--- config.mk ---
export PLATFORM = sky130hd
export DESIGN_NAME = tau_dot_sequencer
export DESIGN_NICKNAME = d
export VERILOG_FILES = /design/src/rtl/tau_dot_sequencer.sv
export SDC_FILE = /design/constraint.sdc
export NUM_CORES = 1
export LEC_CHECK = 0
export CORE_UTILIZATION = 49
export DETAILED_ROUTE_END_ITERATION = 10
export PLACE_DENSITY = 0.78
export RECOVER_POWER = 25
export SYNTH_ARGS = -nofsm -noshare
export SYNTH_HDL_FRONTEND = slang
export SYNTH_SLANG_ARGS = --single-unit
--- constraint.sdc ---
create_clock -name clk -period 3.5 [get_ports clk]
set_clock_uncertainty 0.15 [all_clocks]
set_input_delay 0.875 -clock clk [delete_from_list [all_inputs] [get_ports clk]]
set_output_delay 0.875 -clock clk [all_outputs]
set_load 0.005 [all_outputs]
--- src/rtl/tau_dot_sequencer.sv ---
// Feeds (a,b) pairs to the serial tau MAC and reports one dot product per vector.
// The MAC never clears, so each result is the MAC value at vector end minus a start snapshot.
module tau_dot_sequencer #(
  parameter int BITWIDTH  = 8,
  parameter int OUT_WIDTH = 2 * BITWIDTH,
  parameter int MAX_LEN   = 16,
  parameter int CNT_W     = $clog2(MAX_LEN + 1)
) (
  input  logic                 clk,
  input  logic                 reset,
  input  logic                 in_valid,
  output logic                 in_ready,
  input  logic [BITWIDTH-1:0]  in_a,
  input  logic [BITWIDTH-1:0]  in_b,
  input  logic                 in_last,
  output logic [BITWIDTH-1:0]  mac_a,
  output logic [BITWIDTH-1:0]  mac_b,
  output logic                 mac_start,
  input  logic [OUT_WIDTH-1:0] mac_in,
  input  logic                 mac_valid,
  output logic                 out_valid,
  input  logic                 out_ready,
  output logic [OUT_WIDTH-1:0] out_sum,
  output logic [CNT_W-1:0]     out_count,
  output logic                 busy
);

  typedef enum logic [2:0] {
    S_IDLE,
    S_ISSUE,
    S_SETTLE,
    S_WAIT,
    S_OUTPUT
  } state_t;

  localparam logic [CNT_W-1:0] LP_MAX = CNT_W'(MAX_LEN);

  state_t               r_state;
  state_t               w_next;
  logic [BITWIDTH-1:0]  r_a;
  logic [BITWIDTH-1:0]  r_b;
  logic                 r_last;
  logic [OUT_WIDTH-1:0] r_base;
  logic [CNT_W-1:0]     r_cnt;
  logic [OUT_WIDTH-1:0] r_sum;
  logic [CNT_W-1:0]     r_count;
  logic [CNT_W-1:0]     w_cnt_inc;
  logic                 w_close;

  assign w_cnt_inc = r_cnt + 1'b1;
  assign w_close   = r_last || (w_cnt_inc == LP_MAX);

  always_comb begin
    w_next    = r_state;
    in_ready  = 1'b0;
    mac_start = 1'b0;
    out_valid = 1'b0;
    unique case (r_state)
      S_IDLE: begin
        in_ready = 1'b1;
        if (in_valid) w_next = S_ISSUE;
      end
      S_ISSUE: begin
        mac_start = 1'b1;
        w_next    = S_SETTLE;
      end
      // MAC still shows idle the cycle after start
      S_SETTLE: w_next = S_WAIT;
      S_WAIT: begin
        if (mac_valid) w_next = w_close ? S_OUTPUT : S_IDLE;
      end
      S_OUTPUT: begin
        out_valid = 1'b1;
        if (out_ready) w_next = S_IDLE;
      end
      default: w_next = S_IDLE;
    endcase
  end

  always_ff @(posedge clk) begin
    if (reset) begin
      r_state <= S_IDLE;
      r_a     <= '0;
      r_b     <= '0;
      r_last  <= 1'b0;
      r_base  <= '0;
      r_cnt   <= '0;
      r_sum   <= '0;
      r_count <= '0;
    end else begin
      r_state <= w_next;
      if (r_state == S_IDLE && in_valid) begin
        r_a    <= in_a;
        r_b    <= in_b;
        r_last <= in_last;
        if (r_cnt == '0) r_base <= mac_in;
      end
      if (r_state == S_WAIT && mac_valid) begin
        if (w_close) begin
          r_sum   <= mac_in - r_base;
          r_count <= w_cnt_inc;
          r_cnt   <= '0;
        end else begin
          r_cnt <= w_cnt_inc;
        end
      end
    end
  end

  assign mac_a     = r_a;
  assign mac_b     = r_b;
  assign out_sum   = r_sum;
  assign out_count = r_count;
  assign busy      = (r_state != S_IDLE);

endmodule

==> flow_summary.json <==
{
  "outcome": "complete, no violations",
  "synth.top_cell.area_share": 0.394,
  "grtUsageTotal": 0.229,
  "path_clk_slew_ns": 0.08,
  "die_area_um2": 6750,
  "grt_max_degree": 41,
  "die_y_um": 82.2,
  "synth_area_um2": 3150,
  "cp_slowest_cell": "clkdlybuf4s50_1",
  "syn_inst": 385,
  "drc_errors": 0,
  "io_pins": 79,
  "synthArstFlopShare": 0,
  "instances_no_fill": 538,
  "worst_path_largest_cell_delay_ns": 0.46,
  "overflow": 0,
  "worst-path-buf-inv": 2,
  "place.gp.congestion": 0.866,
  "fillers": 519,
  "place_inst": 522,
  "numCtsBuffers": 9,
  "avgSynthCellArea_um2": 8.18,
  "wl_per_cell_um": 13.4,
  "ir_worst_vdd_uv": 309,
  "rsz0062_at_grt": "no",
  "cp.arrival_ns": 3.31,
  "final_cell_mix": "nand2_1 (72), clkdlybuf4s50_1 (72), dfxtp_1 (62)",
  "synth_nets": 442,
  "synth_edf_count": 0,
  "grt_pass1_vias": 2687,
  "yosysTopAreaCell": "dfxtp_1",
  "fmax_mhz": 315,
  "worst_hold_path_type": "flip-flop to flip-flop",
  "path_class": "input pin to flip-flop",
  "path_common_cell": "a21oi_1",
  "crit_path_max_fanout": 3,
  "cts_tree": "done",
  "yosysWarningCount": 0,
  "routed_wirelength_um": 7220,
  "setup_viol": 0,
  "worst_pin_slew_ns": 0.760,
  "p_per_area_nw_per_um2": 452,
  "crit_path_start_kind": "input pin",
  "area_delta_synth_final_pct": 31.9,
  "slew_headroom": 0.493,
  "clockBufferDepth": 2,
  "final.min_clock_period_ns": 3.17,
  "route.vias.total": 2818,
  "clk_latency_ns": 0.35,
  "required_ns": 3.63,
  "grt_pass1_wl_um": 11800,
  "hold_viol_final": 0,
  "synth_cell_types": 49,
  "cts_setup_buffers": 0,
  "synth-main-ff-cell": "dfxtp_1",
  "p_leak_nw": 1.62,
  "path_delay_family": "compound AO/OA/AOI/OAI gates",
  "start_util": 0.519,
  "drv_cap": 0,
  "ant_nets": 0,
  "ctsHtreeMaxLevel": 3,
  "setup_tns_ns": 0,
  "finalPower_mw": 1.88,
  "dp_slack_ns": -0.0158,
  "layout_setup_ws_ns": 0.326,
  "core.rowCount": 28,
  "cts.root.buffer_cell": "clkbuf_8",
  "cts_resized": 0,
  "slew_viol_final": 0,
  "routed_via_density": 5.24,
  "antennaDiodeCount": 0,
  "die_w_um": 82.2,
  "drt_iter0_drc": 187,
  "ys_ff_latch": 62,
  "antenna_found_initial": 0,
  "port_buffers": 78,
  "ctsHoldBuffers": 0,
  "yosysSeqAreaShare": 0.394,
  "reg2reg_slack_ns": 0.80,
  "first_pass_iters": 4,
  "ys_top_cells_by_area": "dfxtp_1 (39%), nand2_1 (8.6%), a21oi_1 (7.6%)",
  "hpwl_um": 5040,
  "core_area_um2": 6060,
  "drive_gt1_frac": 0.0605,
  "nNetsFinal": 515,
  "endpoint_kind": "flip-flop",
  "worstPathCellList": "clkdlybuf4s50_1 -> inv_1 -> ha_1 -> fa_1 -> nand2b_1 -> a21oi_1 -> nor2_1 -> o31ai_1 -> o22ai_1 -> xor2_1 -> a21oi_1",
  "finalCritPeriodShare": 0.907,
  "cts.sinks": 62,
  "fin_util": 0.685
}
## stage by stage
stage	hold slack, ns	area [um2]
after global placement	0.290	3920
after floorplan	0.298	3150
after global routing	0.330	4150
final	0.303	4150
after CTS	0.305	4160
after detailed placement	0.295	3920
## power breakdown
| group | switching [mW] | total, mW | internal, mW | leakage (nW) |
|---|---|---|---|---|
| clock network | 0.305 | 0.782 | 0.476 | 0.124 |
| registers | 0.0179 | 0.753 | 0.735 | 0.505 |
| logic | 0.171 | 0.340 | 0.169 | 0.996 |
## state kept, by name (all words and copies together), names as in the netlist
name       flops
out_count      5
out_sum       16
r_base        16
r_cnt          5
r_last         1
r_state        3
mac_b          8
mac_a          8
## cell type report
| class | instances | area (um2) | area share |
|---|---|---|---|
| Clock inverter | 7 | 121 | 0.0292 |
| Sequential cell | 62 | 1240 | 0.299 |
| Clock buffer | 9 | 124 | 0.0298 |
| Tap cell | 75 | 93.8 | 0.0226 |
| Timing Repair Buffer | 80 | 791 | 0.190 |
| Multi-Input combinational cell | 284 | 1700 | 0.410 |
| Inverter | 21 | 78.8 | 0.0190 |
## path summary, 6_finish.rpt
| check | from | to | cells past startpoint |
|---|---|---|---|
| setup / recovery | mac_in[0] | out_sum[14] | 11 |
| hold / removal | out_sum[5] | out_sum[5] | 2 |
| setup reg to reg | r_cnt[1] | out_sum[15] | 7 |
| hold reg to reg | out_sum[5] | out_sum[5] | 2 |
## logic make-up (layout without fill, tap and decap cells)
| group | after synthesis | after routing | share of synthesized area |
|---|---|---|---|
| multiplexers | 15 | 15 | 0.0477 |
| AND/OR/NAND/NOR | 153 | 153 | 0.220 |
| AO/OA/AOI/OAI | 82 | 82 | 0.155 |
| flip-flops | 62 | 62 | 0.394 |
| adder cells (fa/ha/maj) | 19 | 19 | 0.0779 |
| XOR/XNOR | 15 | 15 | 0.0441 |
| buffers and inverters | 39 | 117 | 0.0612 |
## Yosys cell counts, types with 7 or more instances
cell      count
nand2_1      72
dfxtp_1      62
a21oi_1      48
nor2_1       42
inv_1        21
ha_1         18
mux2i_1      15
clkbuf_1     10
xnor2_1       8
nand2b_1      7
## worst register-to-register path, stage by stage, from the launching register on
cell and delay [ns]:
dfxtp_1 0.44, ha_1 0.34, nand3_2 0.14, xnor2_1 0.25
nand2_1 0.09, o21bai_1 0.32, nand2_1 0.48, o311ai_1 0.39
## routing by layer
layer	wire length, um	share of wire	GRT usage
met4	98	0.014	0.111
met3	295	0.041	0.0352
met5	0	0	0
met1	3250	0.45	0.279
met2	3580	0.50	0.392
Power figures use the tool's default switching activity.
